--- src/rtl/axi_uart_fifo_regs.sv ---
// AXI4-Lite register block for the UART: CTRL, W1C STATUS, RX pop port and TX push port,
// with independent circular TX/RX FIFOs in front of the serial cores.
// Optional build macro UART_IRQ_EN adds irq_o and the CTRL[3:2] interrupt enables.
// Note: s_axi_aresetn_i is a synchronous, active-high reset despite its name.
`timescale 1ns / 1ps

module axi_uart_fifo_regs #(
    parameter logic [31:0] BASE_ADDR = 32'h2000_0000,
    parameter logic [31:0] ADDR_MASK = 32'h0000_000F,
    parameter int unsigned TX_DEPTH  = 32,
    parameter int unsigned RX_DEPTH  = 32
) (
    input  logic        s_axi_aclk_i,
    input  logic        s_axi_aresetn_i,
    input  logic [31:0] s_axi_araddr_i,
    input  logic        s_axi_arvalid_i,
    output logic        s_axi_arready_o,
    output logic [31:0] s_axi_rdata_o,
    output logic        s_axi_rvalid_o,
    input  logic        s_axi_rready_i,
    input  logic [31:0] s_axi_awaddr_i,
    input  logic        s_axi_awvalid_i,
    output logic        s_axi_awready_o,
    input  logic [31:0] s_axi_wdata_i,
    input  logic        s_axi_wvalid_i,
    output logic        s_axi_wready_o,
    output logic        s_axi_bvalid_o,
    input  logic        s_axi_bready_i,
    input  logic        t_done_i,
    input  logic        r_done_i,
    input  logic [7:0]  rx_i,
    output logic [7:0]  tx_o,
    output logic        tx_en_o,
    output logic        rx_en_o,
    output logic [15:0] baud_div_o
`ifdef UART_IRQ_EN
    ,
    output logic        irq_o
`endif
);

    localparam int unsigned TxAw = $clog2(TX_DEPTH);
    localparam int unsigned TxCw = TxAw + 1;
    localparam int unsigned RxAw = $clog2(RX_DEPTH);
    localparam int unsigned RxCw = RxAw + 1;

`ifdef UART_IRQ_EN
    localparam logic [31:0] CtrlMask = 32'hFFFF_000F;
`else
    localparam logic [31:0] CtrlMask = 32'hFFFF_0003;
`endif

    typedef enum logic {RdIdle, RdData} rd_state_e;
    typedef enum logic {WrIdle, WrResp} wr_state_e;

    logic rst;
    assign rst = s_axi_aresetn_i;

    rd_state_e rd_state_q, rd_state_d;
    wr_state_e wr_state_q, wr_state_d;

    logic        ar_match, aw_match, ar_hs, wr_hs;
    logic [31:0] rdata_q, rd_mux, status;
    logic [31:0] ctrl_q;
    logic        ctrl_we, stat_we, wdata_we;

    logic [7:0]      tx_mem [TX_DEPTH];
    logic [TxAw-1:0] tx_wr_q, tx_rd_q;
    logic [TxCw-1:0] tx_cnt_q;
    logic            tx_full, tx_empty, tx_push, tx_pop, tx_ovf_q;

    logic [7:0]      rx_mem [RX_DEPTH];
    logic [RxAw-1:0] rx_wr_q, rx_rd_q;
    logic [RxCw-1:0] rx_cnt_q;
    logic            rx_full, rx_empty, rx_push, rx_pop, rx_push_req, rx_ovf_q;

    assign ar_match = (s_axi_araddr_i & ~ADDR_MASK) == BASE_ADDR;
    assign aw_match = (s_axi_awaddr_i & ~ADDR_MASK) == BASE_ADDR;
    assign ar_hs    = s_axi_arvalid_i & s_axi_arready_o;
    assign wr_hs    = s_axi_awready_o;

    // ---------------- read channel ----------------

    // Read FSM state register
    always_ff @(posedge s_axi_aclk_i) begin
        if (rst) rd_state_q <= RdIdle;
        else     rd_state_q <= rd_state_d;
    end

    // Read FSM next state: one transaction in flight at a time
    always_comb begin
        rd_state_d = rd_state_q;
        case (rd_state_q)
            RdIdle:  if (s_axi_arvalid_i && ar_match) rd_state_d = RdData;
            RdData:  if (s_axi_rready_i) rd_state_d = RdIdle;
            default: rd_state_d = RdIdle;
        endcase
    end

    // Read FSM outputs
    always_comb begin
        s_axi_arready_o = 1'b0;
        s_axi_rvalid_o  = 1'b0;
        case (rd_state_q)
            RdIdle:  s_axi_arready_o = s_axi_arvalid_i & ar_match & ~rst;
            RdData:  s_axi_rvalid_o  = 1'b1;
            default: ;
        endcase
    end

    // Status word assembled from live FIFO state
    always_comb begin
        status        = 32'h0;
        status[0]     = tx_full;
        status[1]     = tx_empty;
        status[2]     = rx_full;
        status[3]     = rx_empty;
        status[4]     = rx_ovf_q;
        status[5]     = tx_ovf_q;
        status[15:8]  = 8'(rx_cnt_q);
        status[23:16] = 8'(tx_cnt_q);
    end

    // Read data select; RDATA on an empty FIFO and write-only/unmapped offsets read 0
    always_comb begin
        rd_mux = 32'h0;
        case (s_axi_araddr_i[3:2])
            2'd0:    rd_mux = ctrl_q;
            2'd1:    rd_mux = status;
            2'd2:    rd_mux = rx_empty ? 32'h0 : {24'h0, rx_mem[rx_rd_q]};
            default: rd_mux = 32'h0;
        endcase
    end

    // Capture read data at address accept, held until rready
    always_ff @(posedge s_axi_aclk_i) begin
        if (rst)        rdata_q <= 32'h0;
        else if (ar_hs) rdata_q <= rd_mux;
    end
    assign s_axi_rdata_o = rdata_q;

    // ---------------- write channel ----------------

    // Write FSM state register
    always_ff @(posedge s_axi_aclk_i) begin
        if (rst) wr_state_q <= WrIdle;
        else     wr_state_q <= wr_state_d;
    end

    // Write FSM next state: address and data must arrive together
    always_comb begin
        wr_state_d = wr_state_q;
        case (wr_state_q)
            WrIdle:  if (s_axi_awvalid_i && s_axi_wvalid_i && aw_match) wr_state_d = WrResp;
            WrResp:  if (s_axi_bready_i) wr_state_d = WrIdle;
            default: wr_state_d = WrIdle;
        endcase
    end

    // Write FSM outputs
    always_comb begin
        s_axi_awready_o = 1'b0;
        s_axi_wready_o  = 1'b0;
        s_axi_bvalid_o  = 1'b0;
        case (wr_state_q)
            WrIdle: begin
                s_axi_awready_o = s_axi_awvalid_i & s_axi_wvalid_i & aw_match & ~rst;
                s_axi_wready_o  = s_axi_awvalid_i & s_axi_wvalid_i & aw_match & ~rst;
            end
            WrResp:  s_axi_bvalid_o = 1'b1;
            default: ;
        endcase
    end

    assign ctrl_we  = wr_hs && (s_axi_awaddr_i[3:2] == 2'd0);
    assign stat_we  = wr_hs && (s_axi_awaddr_i[3:2] == 2'd1);
    assign wdata_we = wr_hs && (s_axi_awaddr_i[3:2] == 2'd3);

    // CTRL register; unimplemented bits are masked so they read back 0
    always_ff @(posedge s_axi_aclk_i) begin
        if (rst)          ctrl_q <= 32'h0;
        else if (ctrl_we) ctrl_q <= s_axi_wdata_i & CtrlMask;
    end

    assign rx_en_o    = ctrl_q[1];
    assign baud_div_o = ctrl_q[31:16];

    // ---------------- TX FIFO ----------------

    assign tx_full  = tx_cnt_q == TxCw'(TX_DEPTH);
    assign tx_empty = tx_cnt_q == '0;
    assign tx_push  = wdata_we & ~tx_full;
    assign tx_en_o  = ctrl_q[0] & ~tx_empty;
    assign tx_pop   = t_done_i & tx_en_o;
    // Empty FIFO presents 0 rather than stale storage
    assign tx_o     = tx_empty ? 8'h0 : tx_mem[tx_rd_q];

    // TX storage write
    always_ff @(posedge s_axi_aclk_i) begin
        if (tx_push) tx_mem[tx_wr_q] <= s_axi_wdata_i[7:0];
    end

    // TX pointers, count and sticky overflow (set beats W1C)
    always_ff @(posedge s_axi_aclk_i) begin
        if (rst) begin
            tx_wr_q  <= '0;
            tx_rd_q  <= '0;
            tx_cnt_q <= '0;
            tx_ovf_q <= 1'b0;
        end else begin
            if (tx_push) tx_wr_q <= tx_wr_q + TxAw'(1);
            if (tx_pop)  tx_rd_q <= tx_rd_q + TxAw'(1);
            if (tx_push && !tx_pop)      tx_cnt_q <= tx_cnt_q + TxCw'(1);
            else if (!tx_push && tx_pop) tx_cnt_q <= tx_cnt_q - TxCw'(1);
            tx_ovf_q <= (tx_ovf_q & ~(stat_we & s_axi_wdata_i[5])) | (wdata_we & tx_full);
        end
    end

    // ---------------- RX FIFO ----------------

    assign rx_full     = rx_cnt_q == RxCw'(RX_DEPTH);
    assign rx_empty    = rx_cnt_q == '0;
    assign rx_push_req = r_done_i & ctrl_q[1];
    assign rx_push     = rx_push_req & ~rx_full;
    assign rx_pop      = ar_hs && (s_axi_araddr_i[3:2] == 2'd2) && !rx_empty;

    // RX storage write
    always_ff @(posedge s_axi_aclk_i) begin
        if (rx_push) rx_mem[rx_wr_q] <= rx_i;
    end

    // RX pointers, count and sticky overflow (set beats W1C)
    always_ff @(posedge s_axi_aclk_i) begin
        if (rst) begin
            rx_wr_q  <= '0;
            rx_rd_q  <= '0;
            rx_cnt_q <= '0;
            rx_ovf_q <= 1'b0;
        end else begin
            if (rx_push) rx_wr_q <= rx_wr_q + RxAw'(1);
            if (rx_pop)  rx_rd_q <= rx_rd_q + RxAw'(1);
            if (rx_push && !rx_pop)      rx_cnt_q <= rx_cnt_q + RxCw'(1);
            else if (!rx_push && rx_pop) rx_cnt_q <= rx_cnt_q - RxCw'(1);
            rx_ovf_q <= (rx_ovf_q & ~(stat_we & s_axi_wdata_i[4])) | (rx_push_req & rx_full);
        end
    end

`ifdef UART_IRQ_EN
    logic irq_q;

    // Interrupt: RX data waiting, TX drained, or any sticky overflow
    always_ff @(posedge s_axi_aclk_i) begin
        if (rst) irq_q <= 1'b0;
        else     irq_q <= (ctrl_q[2] & ~rx_empty) | (ctrl_q[3] & tx_empty) | rx_ovf_q | tx_ovf_q;
    end
    assign irq_o = irq_q;
`endif

endmodule

--- config.mk ---
export PLATFORM = sky130hd
export DESIGN_NAME = axi_uart_fifo_regs
export DESIGN_NICKNAME = d
export VERILOG_FILES = /design/src/rtl/axi_uart_fifo_regs.sv
export SDC_FILE = /design/constraint.sdc
export NUM_CORES = 1
export LEC_CHECK = 0
export CAP_MARGIN = 20
export CORE_UTILIZATION = 58
export DETAILED_ROUTE_END_ITERATION = 10
export PLACE_DENSITY_LB_ADDON = 0.15
export SETUP_SLACK_MARGIN = 0.15
export SLEW_MARGIN = 20
export SYNTH_ARGS = -nofsm -noshare
export SYNTH_HDL_FRONTEND = slang
export SYNTH_SLANG_ARGS = --single-unit
--- constraint.sdc ---
create_clock -name s_axi_aclk_i -period 4.17 [get_ports s_axi_aclk_i]
set_input_delay 0.834 -clock s_axi_aclk_i [delete_from_list [all_inputs] [get_ports s_axi_aclk_i]]
set_output_delay 0.834 -clock s_axi_aclk_i [all_outputs]
set_load 0.01 [all_outputs]
==> results.md, run 1 <==
- Outcome: complete, but fails checks
- Failing checks: DRC
- Max-slew violations: 0
- Ports: 176
- Period utilization: 0.947
- Clock Power Share: 0.443
- Die Ht: 207 µm
- CTS tree: yes
- Vias in the first global route: about 13000
- Finish-stage setup viols: 0
- First-pass GRT wire length: between 80000 and 90000 µm
- Clock slew at reported path FFs: approximately 0.06 ns
- Switch Pwr: roughly 2.4 mW
- Hold Fails Final Rpt: 0
- Clk sink count: about 610
- Worst VDD drop: between 0.3 and 0.4 mV
- Family with the most delay on the worst path: multiplexers
- Largest net degree at the start of global routing: 91
- Sequential element share of the synthesized area: 0.710
- Skew final: 0.0304 ns
- Post-Layout Cell Count: about 2200
- Layout cell share with drive strength beyond 1: 0.218
- Max-Cap Viols: 0
- Global-route usage over all layers: 0.258
- Drt pass-1 iters: 8
- Gate power share: 0.018
- Number of remaining DRC errors: 11
- Critical Path Max Stage Delay: about 0.55 ns
- CP Class: flip-flop to output port
- Initial Util: 0.591
- WP buf/inv: 2
- DR vias: 13600
- Worst Setup Start Kind: flip-flop
- RSZ-0062 raised after global routing: true
- Worst Tran Pin Value: 1.14 ns
- Fin util: 0.704
- Initial DRC count: 1102
- DRT Wirelength: about 54000 µm
- Antenna-violating nets left: 0
- Clock latency on the worst-skew pair: approximately 0.62 ns
- # rows: 74
- CP required: 3.34 ns
- Clk buf depth: 3
- Post-synthesis async set-or-reset flop share: 0
- Via density: about 6.1
- Mapped Cells: ~1400
- Power consumption: 12.2 mW
- Post-layout min period: approximately 4.0 ns
- H-Tree Depth: 2
- Worst path most repeated cell: mux4_2
- Crit path DAT: between 3 and 4 ns
- Worst-path cell chain: buf_16 -> mux4_2 -> mux4_2 -> a22o_1 -> clkdlybuf4s50_1
- Total gr overflow: 0
- Synth area leaders: edfxtp_1 63%, mux4_2 13%, dfxtp_1 7.7%
- Die area: 42700 µm²
- Sw Share: 0.196
- DP HPWL: 35400 µm
- Number of synthesized flops with an enable pin: 512
- Average size of a mapped cell: roughly 17 µm²
- Antenna violations before repair: 0
- Main flop type after synthesis: edfxtp_1
- Mapped Area: roughly 24000 µm²
- Yosys cell types: 64
- CP Max Fanout: 13
- P&R area growth vs syn: 19.1%
- # diodes: 0
- Setup Total Neg Slack: 0 ns
- Top cell type's share of synthesized area: 0.633
- Slew margin rel.: 0.241
- Critical path endpoint category: output port
- RePlAce Congestion: roughly 0.84
- Core area: about 40000 µm²
- Most common cell in the synthesized netlist: edfxtp_1
- Power Density: between 400 and 500 nW/µm²
- Max Clock Freq: between 0.2 and 0.3 GHz
- Hold WC Path Type: flip-flop to flip-flop
- Int Power: between 9 and 10 mW
- Flop pwr share: 0.539
- Routed WL per cell: between 20 and 25 µm
- Die X: 207 µm
- Synth area leader: edfxtp_1
- Commonest cells post-synth: 512 x edfxtp_1, 140 x mux4_2, 135 x nor2_1
- IO buf count: about 160
- CTS Buf Count: 59
- Dpl cells: around 2100
- Leakage: slightly above 9 nW
- Worst path slowest cell: mux4_2
- Root buf cell: clkbuf_16
- Final nets: between 1500 and 2000
- Number of synthesized register bits: just over 600
- Hold buffers post-CTS: 0
- Synth warnings: 0
worst paths after layout:
kind	startpoint	endpoint	slack, ns	depth (start not counted)
worst max-delay path	flip-flop	tx_o[5]	0.22	5
worst max register to register	rx_cnt_q[0]	rx_cnt_q[5]	0.67	12
worst min register to register	s_axi_rdata_o[16]	s_axi_rdata_o[16]	0.46	2
worst min-delay path	s_axi_rdata_o[16]	s_axi_rdata_o[16]	0.46	2
tightest hold or removal path, stage by stage (launching register included):
cell     delay (ns)
dfxtp_1        0.31
nand2_1        0.05
a21oi_1        0.05
state kept, by name (all words and copies together) (netlist names), 5 cells and up, named ones only:
name           flops
tx_cnt_q           6
s_axi_rdata_o     30
rx_mem           256
tx_wr_q            5
rx_rd_q            5
rx_cnt_q           6
rx_wr_q            5
ctrl_q            18
tx_mem           256
tx_rd_q            5
logic make-up after synthesis:
| group | count (synthesis) | share of synthesized area |
|---|---|---|
| other | 1 | 0.000154 |
| buffers and inverters | 120 | 0.0230 |
| adders and majority gates | 22 | 0.0119 |
| muxes | 192 | 0.151 |
| xor gates and xnor gates | 17 | 0.00613 |
| and+or+nand+nor | 333 | 0.0654 |
| AOI/OAI and AO/OA | 111 | 0.0315 |
| DFF | 606 | 0.710 |
layer usage:
layer,routed length (µm),GRT usage,vias to the layer above
met1,21700,0.342,6904
li1,-,-,6023
met3,3260,0.0414,112
met2,27700,0.436,517
met4,1530,0.0877,0
met5,0,0,-
per-stage QoR:
stage | hold WS [ns] | setup slack (ns) | instance area (µm²)
after floorplan | 0.450 | 0.441 | 24300
after global placement | 0.438 | 0.0564 | 26900
after detailed placement | 0.446 | 0.0304 | 26900
after CTS | 0.456 | 0.151 | 28900
final | 0.457 | 0.219 | 28900
after global routing | 0.471 | 0.139 | 28900
layout make-up:
type	instances	area, µm²
clock buffers	69	1540
clock inverters	42	443
fillers	2603	12200
inverters	25	93.8
multi-input cells	677	6490
flip-flops and latches	606	17300
well taps	532	666
repair buffers	269	2450
what timing repair did:
action / CTS / global route
gates resized for setup: 1 / 3
gates cloned: 0 / 1
pin swaps: 0 / 0
buffers inserted: 4 / 0
endpoints found under the setup margin: 8 / 9
endpoints found under the hold margin: 0 / 0
power groups by stage:
stage | combinational, mW | clock [mW] | sequential [mW]
global placement | 0.213 | 0 | 6.69
floorplan | 0.0305 | 0 | 6.69
global route | 0.232 | 5.68 | 6.55
CTS | 0.222 | 5.46 | 6.56
detailed placement | 0.221 | 0 | 6.69
finish | 0.218 | 5.39 | 6.56
cell usage in the layout (no fill, tap or decap), types with 40 or more instances in the layout:
cell,n
edfxtp_1,512
clkdlybuf4s50_1,152
mux4_2,140
nor2_1,135
buf_4,103
dfxtp_1,89
clkbuf_16,61
nand2_1,57
mux2i_1,48
nand3_1,44
a21oi_1,40
Note: power is estimated with default switching activity, not from simulation.
==> run 2: changes to the inputs <==
==> constraint.sdc (replaced) <==
create_clock -name s_axi_aclk_i -period 4.17 [get_ports s_axi_aclk_i]
set_input_delay 1.251 -clock s_axi_aclk_i [delete_from_list [all_inputs] [get_ports s_axi_aclk_i]]
set_output_delay 1.251 -clock s_axi_aclk_i [all_outputs]
set_load 0.01 [all_outputs]
==> run 2 against run 1 <==
  * The run still ends with DRC left
  * Total power down 0.56%
  * Count of clock-buffer cells in the layout rose by 10
  * Largest cell class unchanged
  * Via count rose by 2.7%
  * Clock skew fell by 0.012 ns
  * Non-clock buffer count rose by 51
  * Fmax decreased by 4.3%
  * Register-to-register slack improved by 0.26 ns
  * Flip-flop and latch count did not move
  * Utilization rose by 1.6 points
  * Sequential share of layout area decreased by 1.3 points
  * Worst setup slack worse by 0.18 ns
  * Final area up 2.2%
==> results.md, run 2 (synthesis results as in run 1) <==
- Outcome: complete, but fails checks (unchanged)
- Failing checks: DRC (unchanged)
- Vias in the first global route: 13700 (was 13500)
- Slew margin rel.: 0.290 (was 0.241)
- Hold slack: 0.452 ns (was 0.457 ns)
- Switch Pwr: 2.34 mW (was 2.38 mW)
- Crit path DAT: 2.88 ns (was 3.12 ns)
- Post-Layout Cell Count: 2270 (was 2220)
- Worst VDD drop: 0.397 mV (was 0.394 mV)
- Clk buf depth: 3 (unchanged)
- Ports: 176 (unchanged)
- DP HPWL: 35500 µm (was 35400 µm)
- WL met1: 22700 µm (was 21700 µm)
- Dpl cells: 2137 (was 2104)
- Antenna violations before repair: 0 (unchanged)
- Worst Tran Pin Value: 1.06 ns (was 1.14 ns)
- Layout cell share with drive strength beyond 1: 0.254 (was 0.218)
- Max-Cap Viols: 0 (unchanged)
- P&R area growth vs syn: 21.8% (was 19.1%)
- Hold buffers post-CTS: 0 (unchanged)
- DR vias: 13900 (was 13600)
- CTS tree: yes (unchanged)
- CP required: 2.92 ns (was 3.34 ns)
- Multi-input gate area: 6560 µm² (was 6490 µm²)
- Fin util: 0.720 (was 0.704)
- Number of remaining DRC errors: 9 (was 11)
- Commonest non-fill, non-tap cell in the layout: edfxtp_1 (unchanged)
- Die X: 207 µm (unchanged)
- Worst Setup Start Kind: flip-flop (unchanged)
- Root buf cell: clkbuf_16 (unchanged)
- Gate power share: 0.019 (was 0.018)
- Clk sink count: 606 (unchanged)
- Max layer used: met4 (unchanged)
- H-Tree Depth: 2 (unchanged)
- DRT Wirelength: 56700 µm (was 54100 µm)
- Initial DRC count: 1355 (was 1102)
- Routed met2 length: 28700 µm (was 27700 µm)
- Sequential cell area: 17300 µm² (unchanged)
- Die Ht: 207 µm (unchanged)
- Sw Share: 0.194 (was 0.196)
- Total gr overflow: 0 (unchanged)
- Leakage: 9.71 nW (was 9.34 nW)
- Routed WL per cell: 25.0 µm (was 24.4 µm)
- Max-slew violations: 0 (unchanged)
- Initial Util: 0.591 (unchanged)
- Clock latency on the worst-skew pair: 0.61 ns (was 0.62 ns)
- Fillers: 2543 (was 2603)
- Final nets: 1824 (was 1773)
- Via density: 6.13 (was 6.11)
- Hold Fails Final Rpt: 0 (unchanged)
- Hold WC Path Type: flip-flop to flip-flop (unchanged)
- CP Max Fanout: 5 (was 13)
- Most frequent cells in the layout: 512 x edfxtp_1, 142 x clkdlybuf4s50_1, 140 x mux4_2 (was 512 x edfxtp_1, 152 x clkdlybuf4s50_1, 140 x mux4_2)
- CP Class: flip-flop to output port (unchanged)
- Largest net degree at the start of global routing: 73 (was 91)
- Antenna-violating nets left: 0 (unchanged)
- Finish-stage setup viols: 0 (unchanged)
- RePlAce Congestion: 0.837 (was 0.838)
- Period utilization: 0.990 (was 0.947)
- # diodes: 0 (unchanged)
- Critical path endpoint category: output port (unchanged)
- Metal3 WL: 3520 µm (was 3260 µm)
- Int Power: 9.75 mW (was 9.78 mW)
- RSZ-0062 raised after global routing: true (unchanged)
- Power Density: 409 nW/µm² (was 420 nW/µm²)
- Skew final: 0.0182 ns (was 0.0304 ns)
- Max Clock Freq: 0.242 GHz (was 0.253 GHz)
- Core area: 41100 µm² (unchanged)
- Clock slew at reported path FFs: 0.06 ns (about the same)
- Drt pass-1 iters: 8 (unchanged)
- CTS Buf Count: 59 (unchanged)
- Post-layout min period: 4.13 ns (was 3.95 ns)
- IO buf count: 161 (unchanged)
- # rows: 74 (unchanged)
- Dpl cell area: 27200 µm² (was 26900 µm²)
- Flop pwr share: 0.542 (was 0.539)
- Design Area, Final: 29600 µm² (was 28900 µm²)
- R2r setup slk: 0.93 ns (was 0.67 ns)
- Die area: 42700 µm² (unchanged)
- First-pass GRT wire length: 83800 µm (was 80300 µm)
- Global-route usage over all layers: 0.269 (was 0.258)
- Clock Power Share: 0.439 (was 0.443)
-- run 2: cell count changes in the layout (fill, tap and decap cells not counted), sizes merged --
cell / previous run / this run
bufinv: 8 / 6
inv: 25 / 24
clkdlybuf4s15: 0 / 2
buf: 116 / 173
clkbuf: 70 / 80
clkinv: 26 / 22
clkinvlp: 8 / 4
clkdlybuf4s50: 152 / 142
dlymetal6s2s: 0 / 2
-- run 2: critical path, cell delays in order, from the launching register on --
cell and delay, ns:
dfxtp_4 0.42, buf_12 0.14, buf_12 0.11, buf_16 0.11, buf_12 0.10, mux4_2 0.51, mux4_2 0.47, a22o_1 0.27
buf_2 0.15
-- run 2: path summary, 6_finish.rpt --
| path | from | end | cells after the start |
|---|---|---|---|
| worst max-delay path | flip-flop | tx_o[4] | 8 |
| worst min-delay path | s_axi_rdata_o[31] | s_axi_rdata_o[31] | 2 |
| worst max register to register | rx_cnt_q[0] | rx_cnt_q[5] | 12 |
| worst min register to register | s_axi_rdata_o[31] | s_axi_rdata_o[31] | 2 |
-- run 2: layer usage --
layer  GRT usage  up-vias
met5           0        -
met4      0.0898        0
met3      0.0416      125
met2       0.447      550
met1       0.368     7118
li1            -     6123
-- run 2: through the flow --
step                      power, mW  setup WS (ns)  TNS, ns
after global placement         6.90         -0.253    -1.46
after floorplan                6.72          0.207        0
after detailed placement       6.91         -0.337    -1.83
final                          12.1         0.0407        0
after CTS                      12.2        0.00227        0
after global routing           12.4        -0.0138  -0.0213
-- run 2: power groups by stage --
stage	clock network (mW)	logic [mW]	registers [mW]
finish	5.31	0.230	6.56
CTS	5.38	0.229	6.56
floorplan	0	0.0305	6.69
global route	5.61	0.245	6.55
global placement	0	0.217	6.69
detailed placement	0	0.227	6.69
-- run 2: final cells by class --
| type | count | share of cell area |
|---|---|---|
| clock buffer | 79 | 0.0549 |
| clock inverter | 31 | 0.0106 |
| tap | 532 | 0.0225 |
| multi-input combinational | 677 | 0.222 |
| timing repair buffer | 320 | 0.103 |
| inverter | 25 | 0.00317 |
| sequential | 606 | 0.584 |
-- run 2: repair_timing --
action	CTS	global route
resized for setup	48	24
hold endpoints to repair	0	0
pin swaps	10	11
cloned	7	0
endpoints found under the setup margin	11	15
setup buffers	14	2
==> run 3: changes to the inputs <==
CORE_UTILIZATION = 60   (was 58)
CTS_BUF_LIST = sky130_fd_sc_hd__clkbuf_8   (was default)
==> run 3 against run 2 <==
  * The flow now finishes without violations
  * Worst hold slack better by 0.0011 ns
  * Total power is 6.5% lower
  * Sequential share of layout area is 0.75 points higher
  * Critical path depth is 1 lower
  * Clock skew is 0.0086 ns higher
  * Sequential power hardly changed
  * Flip-flop and latch count stayed put
  * Combinational power hardly changed
  * Worst setup slack better by 0.038 ns
  * Global-route usage is 0.96 points higher
  * Count of clock-buffer cells in the layout is 19 higher
  * Largest power group unchanged
  * Highest routed layer is now met5
==> results.md, run 3 (synthesis results as in run 1) <==
- Die area: 41300 µm² (was 42700 µm²)
- DR vias: 14100 (was 13900)
- Flop pwr share: 0.580 (was 0.542)
- First-pass GRT wire length: 84500 µm (was 83800 µm)
- Period utilization: 0.981 (was 0.990)
- Finish-stage setup viols: 0 (unchanged)
- Dpl cells: 2127 (was 2137)
- Final nets: 1850 (was 1824)
- Crit path DAT: 2.84 ns (was 2.88 ns)
- Gate power share: 0.021 (was 0.019)
- Critical path endpoint category: output port (unchanged)
- Drt pass-1 iters: 5 (was 8)
- Worst Tran Pin Value: 1.03 ns (was 1.06 ns)
- CP required: 2.92 ns (about the same)
- Worst path most repeated cell: mux4_2 (was buf_12)
- Initial DRC count: 1025 (was 1355)
- Worst-path cell chain: buf_6 -> buf_12 -> buf_16 -> mux4_2 -> mux4_2 -> a22o_1 -> buf_2 (was buf_12 -> buf_12 -> buf_16 -> buf_12 -> mux4_2 -> mux4_2 -> a22o_1 -> buf_2)
- Ports: 176 (unchanged)
- CTS Buf Count: 92 (was 59)
- Worst path slowest cell: mux4_2 (unchanged)
- WP buf/inv: 4 (was 5)
- Switch Pwr: 2.35 mW (was 2.34 mW)
- Sw Share: 0.208 (was 0.194)
- Power Density: 387 nW/µm² (was 409 nW/µm²)
- # diodes: 0 (unchanged)
- Root buf cell: clkbuf_8 (was clkbuf_16)
- Setup Total Neg Slack: 0 ns (unchanged)
- Clock Power Share: 0.399 (was 0.439)
- Initial Util: 0.610 (was 0.591)
- Worst Setup Start Kind: flip-flop (unchanged)
- Number of remaining DRC errors: 0 (was 9)
- Core area: 39800 µm² (was 41100 µm²)
- IO buf count: 161 (unchanged)
- Global-route usage over all layers: 0.279 (was 0.269)
- # rows: 73 (was 74)
- Clock latency on the worst-skew pair: 0.66 ns (was 0.61 ns)
- P&R area growth vs syn: 20.2% (was 21.8%)
- Hold Fails Final Rpt: 0 (unchanged)
- Post-Layout Cell Count: 2315 (was 2270)
- Via density: 6.10 (was 6.13)
- RePlAce Congestion: 0.801 (was 0.837)
- Vias in the first global route: 14400 (was 13700)
- Fin util: 0.733 (was 0.720)
- CP Max Fanout: 6 (was 5)
- Dpl cell area: 27200 µm² (about the same)
- DRT Wirelength: 56500 µm (was 56700 µm)
- Commonest non-fill, non-tap cell in the layout: edfxtp_1 (unchanged)
- DP HPWL: 35900 µm (was 35500 µm)
- H-Tree Depth: 3 (was 2)
- Layout cell share with drive strength beyond 1: 0.253 (was 0.254)
- Slew margin rel.: 0.309 (was 0.290)
- Worst VDD drop: 0.339 mV (was 0.397 mV)
- Total gr overflow: 0 (unchanged)
- Routed WL per cell: 24.4 µm (was 25.0 µm)
- R2r setup slk: 1.04 ns (was 0.93 ns)
- RSZ-0062 raised after global routing: true (unchanged)
- Max-slew violations: 0 (unchanged)
- Clk sink count: 606 (unchanged)
- Clk buf depth: 3 (unchanged)
- Int Power: 8.95 mW (was 9.75 mW)
- Largest net degree at the start of global routing: 60 (was 73)
- Die Ht: 203 µm (was 207 µm)
- Antenna violations before repair: 1 (was 0)
- CTS tree: yes (unchanged)
- Critical Path Max Stage Delay: 0.54 ns (was 0.51 ns)
- Family with the most delay on the worst path: multiplexers (unchanged)
- Die X: 203 µm (was 207 µm)
- Hold WC Path Type: flip-flop to flip-flop (unchanged)
- Max-Cap Viols: 0 (unchanged)
- Clock slew at reported path FFs: 0.06 ns (about the same)
- CP Class: flip-flop to output port (unchanged)
- Design Area, Final: 29200 µm² (was 29600 µm²)
- Skew final: 0.0268 ns (was 0.0182 ns)
- Leakage: 9.71 nW (about the same)
- Post-layout min period: 4.09 ns (was 4.13 ns)
- Max Clock Freq: 0.244 GHz (was 0.242 GHz)
- Antenna-violating nets left: 0 (unchanged)
- Most frequent cells in the layout: 512 x edfxtp_1, 146 x clkdlybuf4s50_1, 140 x mux4_2 (was 512 x edfxtp_1, 142 x clkdlybuf4s50_1, 140 x mux4_2)
- Outcome: finished clean (was complete, but fails checks)
run 3: cell types whose count changed in the layout (fill, tap and decap cells not counted), moves of 7 or more:
cell and change:
clkbuf_8 +95, clkbuf_16 -60, inv_1 +40, clkbuf_1 -15, clkinv_1 +11, clkinv_2 -7
run 3: worst min-delay path, cell delays in order, from the launching register on:
cell     delay [ns]
dfxtp_1        0.31
nand2_1        0.05
a21oi_1        0.05
run 3: repair_timing:
item	CTS	global route
gates resized for setup	53	13
buffers inserted	9	3
hold buffers	0	0
hold endpoints to repair	0	0
pin swaps	1	3
setup endpoints to repair	11	11
cloned	6	1
run 3: layer usage:
layer / global-route usage / vias up / share of wire
li1: - / 6192 / -
met1: 0.354 / 7149 / 0.37
met2: 0.476 / 671 / 0.52
met3: 0.0481 / 111 / 0.073
met4: 0.120 / 2 / 0.031
met5: 0 / - / 0.00034
run 3: final cells by class:
| cell class | instances | area (µm²) |
|---|---|---|
| clock inverter | 71 | 354 |
| sequential | 606 | 17300 |
| fill | 2436 | 10600 |
| inverter | 25 | 93.8 |
| clock buffer | 98 | 1350 |
| timing repair buffer | 313 | 2940 |
| multi-input combinational | 677 | 6540 |
| tap | 525 | 657 |
run 3: power groups by stage:
stage          clock, mW  combinational (mW)  sequential, mW
2_1_floorplan          0              0.0305            6.69
3_3_place_gp           0               0.219            6.69
3_5_place_dp           0               0.228            6.69
4_1_cts             4.58               0.231            6.56
5_1_grt             4.84               0.245            6.55
6_report            4.52               0.233            6.56
run 3: worst paths after layout:
path	from	to	cells after the start
hold reg to reg	s_axi_rdata_o[16]	s_axi_rdata_o[16]	2
hold / removal	s_axi_rdata_o[16]	s_axi_rdata_o[16]	2
setup / recovery	flip-flop	tx_o[0]	7
setup reg to reg	rx_cnt_q[0]	rx_cnt_q[4]	12
run 3: metrics by stage:
stage               power, mW  hold WS, ns  setup slack, ns
floorplan                6.72        0.450            0.207
global placement         6.90        0.438           -0.218
detailed placement       6.91        0.448           -0.342
CTS                      11.4        0.456           0.0356
global route             11.6        0.469         -0.00141
finish                   11.3        0.453           0.0789
